File: src/rtl/nibble_add_seq.sv
`default_nettype none
// ============================================================================
// Module   : nibble_add_seq
// Brief    : Wide add/subtract sequenced one nibble at a time through a
//            shared external 4-bit ripple adder slice.
// Revision : 1.0
// ============================================================================
module nibble_add_seq #(
    parameter int NIBBLES = 4,
    parameter int SETTLE  = 1
) (
    input  logic                 clk,
    input  logic                 rst_n,
    input  logic                 start,
    input  logic                 sub,
    input  logic                 c_in,
    input  logic [4*NIBBLES-1:0] a,
    input  logic [4*NIBBLES-1:0] b,
    output logic [3:0]           add_a,
    output logic [3:0]           add_b,
    output logic                 add_cin,
    input  logic [3:0]           add_s,
    input  logic                 add_cout,
    output logic                 busy,
    output logic                 done,
    output logic [4*NIBBLES-1:0] sum,
    output logic                 c_out,
    output logic                 ovf
);

    localparam int c_w     = 4 * NIBBLES;
    localparam int c_idx_w = (NIBBLES > 1) ? $clog2(NIBBLES) : 1;
    localparam int c_cnt_w = (SETTLE > 1) ? $clog2(SETTLE) : 1;

    localparam logic [c_idx_w-1:0] c_idx_last = c_idx_w'(NIBBLES - 1);
    localparam logic [c_cnt_w-1:0] c_cnt_last = c_cnt_w'(SETTLE - 1);

    localparam logic [1:0] c_st_idle = 2'd0;
    localparam logic [1:0] c_st_wait = 2'd1;
    localparam logic [1:0] c_st_done = 2'd2;

    logic [1:0]         r_state;
    logic [1:0]         w_state_nxt;
    logic [c_idx_w-1:0] r_idx;
    logic [c_cnt_w-1:0] r_cnt;
    logic               r_carry;
    logic [c_w-1:0]     r_a;
    logic [c_w-1:0]     r_b;
    logic [c_w-1:0]     r_sum;
    logic               r_c_out;
    logic               r_ovf;

    logic               w_accept;
    logic               w_in_wait;
    logic               w_capture;
    logic               w_last_idx;
    logic [3:0]         w_a_nib;
    logic [3:0]         w_b_nib;

    assign w_in_wait  = (r_state == c_st_wait);
    assign w_accept   = start && ((r_state == c_st_idle) || (r_state == c_st_done));
    assign w_capture  = w_in_wait && (r_cnt == c_cnt_last);
    assign w_last_idx = (r_idx == c_idx_last);

    // ---------------------------------------------------------------- state
    always_ff @(posedge clk or negedge rst_n) begin
        if (!rst_n) begin
            r_state <= c_st_idle;
        end else begin
            r_state <= w_state_nxt;
        end
    end

    always_comb begin
        w_state_nxt = r_state;
        case (r_state)
            c_st_idle: if (start) w_state_nxt = c_st_wait;
            c_st_wait: if (w_capture && w_last_idx) w_state_nxt = c_st_done;
            c_st_done: w_state_nxt = start ? c_st_wait : c_st_idle;
            default:   w_state_nxt = c_st_idle;
        endcase
    end

    // ------------------------------------------------------- nibble select
    always_comb begin
        w_a_nib = '0;
        w_b_nib = '0;
        for (int i = 0; i < NIBBLES; i++) begin
            if (r_idx == i[c_idx_w-1:0]) begin
                w_a_nib = r_a[4*i +: 4];
                w_b_nib = r_b[4*i +: 4];
            end
        end
    end

    // ------------------------------------------------------------ datapath
    always_ff @(posedge clk or negedge rst_n) begin
        if (!rst_n) begin
            r_idx   <= '0;
            r_cnt   <= '0;
            r_carry <= 1'b0;
            r_a     <= '0;
            r_b     <= '0;
            r_sum   <= '0;
            r_c_out <= 1'b0;
            r_ovf   <= 1'b0;
        end else if (w_accept) begin
            // Subtract is a + ~b + 1, so the inversion and the +1 are folded in here.
            r_a     <= a;
            r_b     <= sub ? ~b : b;
            r_carry <= sub | c_in;
            r_idx   <= '0;
            r_cnt   <= '0;
            r_sum   <= '0;
        end else if (w_in_wait) begin
            if (!w_capture) begin
                r_cnt <= r_cnt + 1'b1;
            end else begin
                for (int i = 0; i < NIBBLES; i++) begin
                    if (r_idx == i[c_idx_w-1:0]) begin
                        r_sum[4*i +: 4] <= add_s;
                    end
                end
                r_carry <= add_cout;
                r_cnt   <= '0;
                if (w_last_idx) begin
                    r_c_out <= add_cout;
                    r_ovf   <= (r_a[c_w-1] == r_b[c_w-1]) && (add_s[3] != r_a[c_w-1]);
                end else begin
                    r_idx <= r_idx + 1'b1;
                end
            end
        end
    end

    assign add_a   = w_in_wait ? w_a_nib : 4'h0;
    assign add_b   = w_in_wait ? w_b_nib : 4'h0;
    assign add_cin = w_in_wait & r_carry;
    assign busy    = w_in_wait;
    assign done    = (r_state == c_st_done);
    assign sum     = r_sum;
    assign c_out   = r_c_out;
    assign ovf     = r_ovf;

endmodule
`default_nettype wire

File: config.mk
export PLATFORM = sky130hd
export DESIGN_NAME = nibble_add_seq
export DESIGN_NICKNAME = d
export VERILOG_FILES = /design/src/rtl/nibble_add_seq.sv
export SDC_FILE = /design/constraint.sdc
export NUM_CORES = 1
export LEC_CHECK = 0
export CELL_PAD_IN_SITES_DETAIL_PLACEMENT = 0
export CELL_PAD_IN_SITES_GLOBAL_PLACEMENT = 1
export CORE_ASPECT_RATIO = 1.25
export CORE_UTILIZATION = 39
export DETAILED_ROUTE_END_ITERATION = 10
export GPL_TIMING_DRIVEN = 0
export HOLD_SLACK_MARGIN = 0.05
export PLACE_DENSITY_LB_ADDON = 0.12
export SYNTH_ARGS = -nofsm -noshare
export SYNTH_HDL_FRONTEND = slang
export SYNTH_SLANG_ARGS = --single-unit
File: constraint.sdc
create_clock -name clk -period 4.3 [get_ports clk]
set_input_delay 0.645 -clock clk [delete_from_list [all_inputs] [get_ports clk]]
set_output_delay 0.645 -clock clk [all_outputs]
set_load 0.03 [all_outputs]
== After elaboration in Yosys (flattened, before gate mapping) ==
Cells that the tools add are included.
Operators by class
  multiplexer cells: 32
  add/subtract/negate cells: 2
  reductions and logical operators: 21
  equality and inequality tests: 10
  bitwise gates (word level): 5
Operator list (number)
  $mux 16: 4
  $mux 4: 14
  $not 16->16: 1
  $reduce_and 3->1: 5
  $mux 2: 6
  $reduce_bool 2->1: 6
  $mux 1: 7
  $eq 2x2->1 const B: 3
  $pmux 2 s3: 1
  $eq 2x1->1 const B: 2
  $logic_and 1x1->1: 4
  $logic_not 2->1: 2
  $ne 2x2->1 const B: 2
  $reduce_and 2->1: 2
  $reduce_and 4->1: 1
  $add 2x1->2 const B: 1
  $ne 2x1->1 const B: 1
  $not 1->1: 2
  $add 1x1->1 const B: 1
  $and 1x1->1: 1
  $eq 1x1->1: 1
  $logic_or 1x1->1: 1
  $ne 1x1->1: 1
  $or 1x1->1: 1
Word-level totals
  output and inout bits: 29
  word-level logic and storage cells: 82
  input bits: 42
  flip-flop bits (word level): 56

== Logic depth before layout (Yosys ltp) ==
Gate-level depths: netlist of the first run.
  depth in word-level cells: 6
  mapped depth: 7
  gate-level depth less buffers: 5

== Worst setup path after synthesis of the first run ==
No wires, ideal clock.
  path kind: reg2out
  start point: register r_idx[0]
  end point: output add_a[3]
  slack: 1741 ps
  data required time: 3655 ps
  buffers on the path: 1
  cell stages (with the launch flop): 7
  data arrival time: 1914 ps
  cell sequence: dfrtp_1 > inv_1 > ha_1 > nor2b_1 > clkbuf_1 > a221oi_1 > o32ai_1
Between the ends
  cells in the longest elaborated chain, start to end: 6
  elaborated cells on any way between the ends: 9
  those cells by class: eq/ne: 3; mux: 5; reduce/logical: 1
RTL lines
  start: declaration: RTL line 44  | logic [c_idx_w-1:0] r_idx;
  start signal: assignment: RTL line 130  | r_idx <= r_idx + 1'b1;
  $logic_not 2->1: RTL line 89  | if (r_idx == i[c_idx_w-1:0]) begin
  $mux 4 (3 in series): RTL line 89
  $mux 4 *: RTL line 89
  $mux 4 *: RTL line 136  | assign add_a = w_in_wait ? w_a_nib : 4'h0;
  end: declaration: RTL line 19  | output logic [3:0] add_a,
Mark *: on every way between the ends. The rest lies on a longest branch, timed or not.

== Worst setup path in the final report of the first run ==
  start point: register r_idx[0]
  end point: output add_b[3]
Between the ends
  cells in the longest elaborated chain, start to end: 6
  elaborated cells on any way between the ends: 9
  those cells by class: eq/ne: 3; mux: 5; reduce/logical: 1
RTL lines
  $logic_not 2->1: RTL line 89
  $mux 4 (3 in series): RTL line 89
  $mux 4 *: RTL line 89
  $mux 4 *: RTL line 137  | assign add_b = w_in_wait ? w_b_nib : 4'h0;
  end: declaration: RTL line 20  | output logic [3:0] add_b,
Marks and branches as above.

==> impl_results.md, run 1 <==
* Clock transition at path regs at around 0.1 ns
* Mapped cell area at 2700 um^2
* Die area at 7260 um^2
* Tot GR Track Use at 19.7%
* Setup WS post-layout at 0.867 ns
* Final setup TNS at 0 ns
* Slew HR at 51.8%
* Slowest stage delay, CP at ~0.74 ns
* Pwr dens at 716 nW/um^2
* Required @ worst endpoint at between 3 and 4 ns
* Worst-margin pin slew at 0.722 ns
* Post-placement setup slack at 1.23 ns
* Routed Antenna Nets at 0
* RePlAce Congestion at 0.732
* Worst path slowest cell: clkdlybuf4s50_1
* Status: completed
* Port bufs at 69
* RSZ-0062 raised after global routing: no
* Post-CTS Resized at 0
* DRT iter0 DRCs at 79
* CP Class: reg2out
* Die width at 76.4 um
* Syn_nets at roughly 340
* Final clock skew at 0.00488 ns
* Largest area contributor in the netlist: dfrtp_1
* Post-DR wirelength/cell at between 10 and 15 um
* Max H-tree Level at 2
* TritonCTS clock tree: yes
* Max frequency at ~290 MHz
* Root buf cell: clkbuf_8
* Detailed Place HPWL at 4800 um
* Routed WL at 6540 um
* Final Slew Violations at 0
* Fin area at 3620 um^2
* Synth Warn # at 0
* Main synth FF type: dfrtp_1
* Leakage power at 0.00160 uW
* Most instantiated library cell after synthesis: nand2_1
* Mapped Cells at 291
* Num CTS Buffers at 5
* Final Cycle Share at 79.8%
* Initial antenna violation count at 0
* Final hold slack at ~0.37 ns
* Total setup buffers inserted after CTS at 0
* Syn_area_per_cell at between 9 and 10 um^2
* Die Y at 95.0 um
* Diode count at 0
* Residual DRC at 0
* Worst VDD drop at 0.504 mV
* Buf/Inv on CP at 3
* Skew-Pair Late Insertion Delay at 0.31 ns
* CORE AREA at ~6600 um^2
* Ys async rst share at 100%
* Hold crit path type: in2async
* Placed cell areas at 3510 um^2
* Fin util at 54.9%
* Yosys reg bits at 56
* TritonCTS sink count at 56
* Cell Rows at 33
* Final setup viols at 0
* Worst EP arrival at 2.79 ns
* Crit-path cells: inv_1 > ha_1 > nor2b_1 > clkbuf_1 > a221oi_1 > o32ai_1 > clkdlybuf4s50_1
* Startpoint Class: register
* Area Growth Syn to Fin at 34.3%
* Largest cells by area after synthesis: dfrtp_1, nand2_1, xnor2_1
* Ports at 71
* EDFF count, synth at 0
* Post-synth top area share at 51.9%
* Initial core utilization at 40.9%
* Drt pass-1 iters at 4
* Post-synth cell types at 34
* CP Max Fanout at 7
* Final hold violations at 0
* First-pass GRT wire length at between 10,000 and 15,000 um
* Commonest cells in the netlist: nand2_1, dfrtp_1, o21ai_0
* Hold-fix buffers, CTS at 0
* Final Net Count at a little over 400
* Share of cells above drive strength 1 at 9.49%
* Vias per inst at slightly below 5
* Sequential fraction of the synthesis area at 51.9%
* DR vias at 2,261
* Total of max-cap violations at 0
* Clock Path Buffers at 2
* Largest net degree at the start of global routing at 31
* CP Capture Type: output pin
* Tmin final at around 3.4 ns
* Grt total ovfl at 0
* Vias in the first global route at 2,191
* Family with the most delay on the worst path: buffers and inverters
## metal layers
metal  track usage, %  vias to the layer above  wire length, um
met5                0                        -                0
met2             34.2                       76             3180
met1             24.9                     1055             2940
li1                 -                     1124                -
met3             4.06                        6              358
met4             5.77                        0               70
## cell usage in the layout, fill, tap and decap left out, types with 2 or more instances in the layout
master / instances
nor2b_1: 4
buf_6: 5
o32ai_1: 2
xnor2_1: 16
nand2_1: 101
ha_1: 4
o21ai_1: 18
a221oi_1: 8
clkbuf_2: 2
inv_1: 3
buf_4: 2
dfrtp_1: 56
nor2_1: 2
o21ai_0: 25
a21oi_1: 2
clkbuf_1: 2
nand3_1: 6
nor4bb_1: 3
buf_2: 10
clkdlybuf4s50_1: 68
clkbuf_8: 5
o31ai_1: 7
## registers in the layout, indices dropped and copies added, names as in the netlist
signal and count:
c_out 1, ovf 1, r_a 16, r_b 16, r_carry 1, r_cnt 1
r_idx 2, r_state 2, sum 16
## through the flow
stage	power (uW)	instances
CTS	2620	456
global route	2780	456
floorplan	1750	291
global placement	2230	447
detailed placement	2260	448
finish	2590	456
## power breakdown
group / total, uW / internal [uW] / switching [uW]
Sequential: 891 / 751 / 140
Clock: 351 / 173 / 179
Combinational: 1350 / 565 / 787
Total: 2590 / 1490 / 1110
## cell families (layout without fill, tap and decap cells)
logic type / count (synthesis) / in the layout / synth area share, %
multiplexers: 1 / 1 / 0.417
XOR/XNOR: 16 / 16 / 5.19
adder cells (fa/ha/maj): 4 / 4 / 1.85
flip-flops: 56 / 56 / 51.9
AO/OA/AOI/OAI: 63 / 63 / 13.8
AND/OR/NAND/NOR: 125 / 125 / 20.5
buffers and inverters: 26 / 104 / 6.35
## cell type report
| type | count | area (um^2) |
|---|---|---|
| Sequential cell | 56 | 1400 |
| Timing Repair Buffer | 70 | 706 |
| Tap cell | 87 | 109 |
| Multi-Input combinational cell | 209 | 1130 |
| Clock buffer | 5 | 68.8 |
| Clock inverter | 3 | 42.5 |
| Buffer | 22 | 156 |
| Fill cell | 639 | 2980 |
| Inverter | 4 | 15.0 |
## path summary, 6_finish.rpt
kind                                           start                  end  cells past startpoint  slack (ns)
worst max-delay path            r_idx[0]$_DFFE_PN0P_             add_b[3]                      7        0.87
worst min-delay path                           rst_n   r_b[3]$_DFFE_PN0P_                      1        0.37
worst max register to register  r_idx[0]$_DFFE_PN0P_  sum[10]$_DFFE_PN0P_                      7        2.66
worst min register to register   r_b[11]$_DFFE_PN0P_  r_b[11]$_DFFE_PN0P_                      2        0.48
max in group asynchronous                      rst_n  r_a[15]$_DFFE_PN0P_                      2        3.32
min in group clk                 r_b[11]$_DFFE_PN0P_  r_b[11]$_DFFE_PN0P_                      2        0.48
No activity file was read; power rests on OpenSTA's default activity.
==> run 2, diff against run 1 <==
- CORE_UTILIZATION: 39 -> 33
- clock period: 4.3 -> 2.94 ns (I/O delays scaled with it)
==> impl_results.md, run 2 (same netlist as run 1, synthesis figures left out) <==
* Status: completed (unchanged)
* CP Class: reg2out (unchanged)
* Tmin final at 2.78 ns
* Worst EP arrival at 2.34 ns (was 2.79 ns)
* FF-to-FF Start: r_idx[0]$_DFFE_PN0P_ (unchanged)
* TritonCTS sink count at 56 (unchanged)
* Family with the most delay on the worst path: buffers and inverters (unchanged)
* Cell Rows at 36 (was 33)
* Clk pwr share at 13.8% (was 13.5%)
* Final Net Count at 414 (unchanged)
* Most frequent CP cell: inv_1
* Gate power share at 51.7% (was 52.1%)
* Final Slew Violations at 0 (unchanged)
* Root buf cell: clkbuf_8 (unchanged)
* Required @ worst endpoint at 2.50 ns (was 3.65 ns)
* CP Max Fanout at 10 (was 7)
* Die Y at 103 um (was 95.0 um)
* Ports at 71 (unchanged)
* CP Capture Type: output pin (unchanged)
* Total power draw at 3750 uW (was 2590 uW)
* Routed WL at 6910 um (was 6540 um)
* TritonCTS clock tree: yes (unchanged)
* Initial core utilization at 34.2% (was 40.9%)
* Post-DR wirelength/cell at 14.9 um (was 14.3 um)
* Buf/Inv on CP at 4 (was 3)
* Max H-tree Level at 2 (unchanged)
* Skew-Pair Late Insertion Delay at 0.31 ns (about the same)
* Residual DRC at 0 (unchanged)
* Final hold violations at 0 (unchanged)
* Area Growth Syn to Fin at 34.4% (was 34.3%)
* Leakage power at 0.00162 uW (was 0.00160 uW)
* Die area at 8550 um^2 (was 7260 um^2)
* Grt total ovfl at 0 (unchanged)
* Met3 Wirelength at 245 um (was 358 um)
* Final clock skew at 0.0118 ns (was 0.00488 ns)
* RePlAce Congestion at 0.751 (was 0.732)
* Worst path slowest cell: dlygate4sd2_1 (was clkdlybuf4s50_1)
* Hold crit path type: in2async (unchanged)
* Vias per inst at 4.85 (was 4.96)
* Wl on met1 at 3180 um (was 2940 um)
* Tot GR Track Use at 17.1% (was 19.7%)
* Diode count at 0 (unchanged)
* Slowest stage delay, CP at 0.44 ns (was 0.74 ns)
* Num CTS Buffers at 5 (unchanged)
* Final setup viols at 0 (unchanged)
* Detailed Place HPWL at 5000 um (was 4800 um)
* Net switching power figure at 1620 uW (was 1110 uW)
* Reg2reg end: sum[11]$_DFFE_PN0P_ (was sum[10]$_DFFE_PN0P_)
* Placed cell areas at 3520 um^2 (was 3510 um^2)
* Crit-path cells: inv_1 > ha_1 > buf_2 > inv_1 > o21ai_0 > o32ai_1 > dlygate4sd2_1 (was inv_1 > ha_1 > nor2b_1 > clkbuf_1 > a221oi_1 > o32ai_1 > clkdlybuf4s50_1)
* RSZ-0062 raised after global routing: no (unchanged)
* DRT iter0 DRCs at 73 (was 79)
* Share of cells above drive strength 1 at 10.3% (was 9.49%)
* Multi-input gate area at 1130 um^2 (unchanged)
* Worst-margin pin slew at 0.574 ns (was 0.722 ns)
* Setup slack, reg-to-reg at 1.28 ns (was 2.66 ns)
* First-pass GRT wire length at 11,400 um (was 10,900 um)
* Fin area at 3630 um^2 (was 3620 um^2)
* Total of max-cap violations at 0 (unchanged)
* Routed wl met2 at 3410 um (was 3180 um)
* Internal power at 2120 uW (was 1490 uW)
* Slew HR at 61.8% (was 51.8%)
* Reg area at 1400 um^2 (unchanged)
* Largest net degree at the start of global routing at 34 (was 31)
* Fin util at 46.0% (was 54.9%)
* Final setup TNS at 0 ns (unchanged)
* Clock Path Buffers at 2 (unchanged)
* Highest metal used: met4 (unchanged)
* Worst VDD drop at 0.463 mV (was 0.504 mV)
* Commonest non-fill, non-tap cell in the layout: nand2_1 (unchanged)
* DR vias at 2,250 (was 2,261)
* Seq pwr share at 34.6% (was 34.3%)
* Port bufs at 69 (unchanged)
* Final Cycle Share at a little over nine tenths
* Clock transition at path regs at 0.10 ns (about the same)
* Commonest non-fill, non-tap cells in the layout: nand2_1, clkdlybuf4s50_1, dfrtp_1, o21ai_0, o21ai_1 (unchanged)
* Worst R2R Path Depth at 7 (unchanged)
* CORE AREA at 7880 um^2 (was 6610 um^2)
* Die width at 82.9 um (was 76.4 um)
* Fillers at 797 (was 639)
* Switching Share at 43.3% (was 42.6%)
* Max frequency at between 300 and 400 MHz
* Startpoint Class: register (unchanged)
* Routed Antenna Nets at 0 (unchanged)
* Drt pass-1 iters at 4 (unchanged)
* Vias in the first global route at 2,235 (was 2,191)
* Pwr dens at 1030 nW/um^2 (was 716 nW/um^2)
* Initial antenna violation count at 0 (unchanged)
-- run 2: cell type report --
| type | count | share of cell area [%] |
|---|---|---|
| Buffer | 22 | 4.38 |
| Clock inverter | 3 | 1.17 |
| Inverter | 4 | 0.414 |
| Sequential cell | 56 | 38.6 |
| Multi-Input combinational cell | 209 | 31.1 |
| Clock buffer | 5 | 1.90 |
| Tap cell | 95 | 3.28 |
| Timing Repair Buffer | 70 | 19.2 |
-- run 2: worst max path at each step --
stage | start | end | slack [ns] | cells past startpoint
after floorplan | r_idx[0]$_DFFE_PN0P_ | add_a[3] | 0.58 | 6
final | r_idx[0]$_DFFE_PN0P_ | add_a[3] | 0.16 | 7
after CTS | r_idx[0]$_DFFE_PN0P_ | add_b[3] | 0.14 | 7
after global routing | r_idx[0]$_DFFE_PN0P_ | add_a[2] | 0.008 | 7
after global placement | rst_n | r_a[13]$_DFFE_PN0P_ | -0.47 | 1
after detailed placement | r_idx[0]$_DFFE_PN0P_ | add_a[3] | 0.06 | 7
-- run 2: routing by layer --
layer  vias up  track usage, %
met5         -               0
met4         0            3.98
met3         5            2.80
met2        54            30.7
met1      1070            21.7
li1       1121               -
-- run 2: power by group through the flow --
stage	logic (uW)	registers [uW]	clock network, uW
2_1_floorplan	1130	1430	0
3_3_place_gp	1990	1310	0
3_5_place_dp	2020	1310	0
4_1_cts	1970	1300	529
5_1_grt	2150	1340	555
6_report	1930	1300	516
-- run 2: timing repair --
action / 4_1_cts / 5_1_grt
gates resized for setup: 10 / 5
pin swaps: 0 / 0
buffers inserted: 0 / 0
hold buffers: 0 / 0
setup endpoints to repair: 8 / 3
-- run 2: stage by stage --
| stage | hold WS (ns) | worst slack [ns] | instances |
|---|---|---|---|
| finish | 0.113 | 0.158 | 464 |
| global route | 0.148 | 0.00775 | 464 |
| CTS | 0.125 | 0.145 | 464 |
| detailed placement | 0.462 | 0.0603 | 456 |
| global placement | 0.457 | -0.471 | 455 |
| floorplan | 0.145 | 0.585 | 291 |
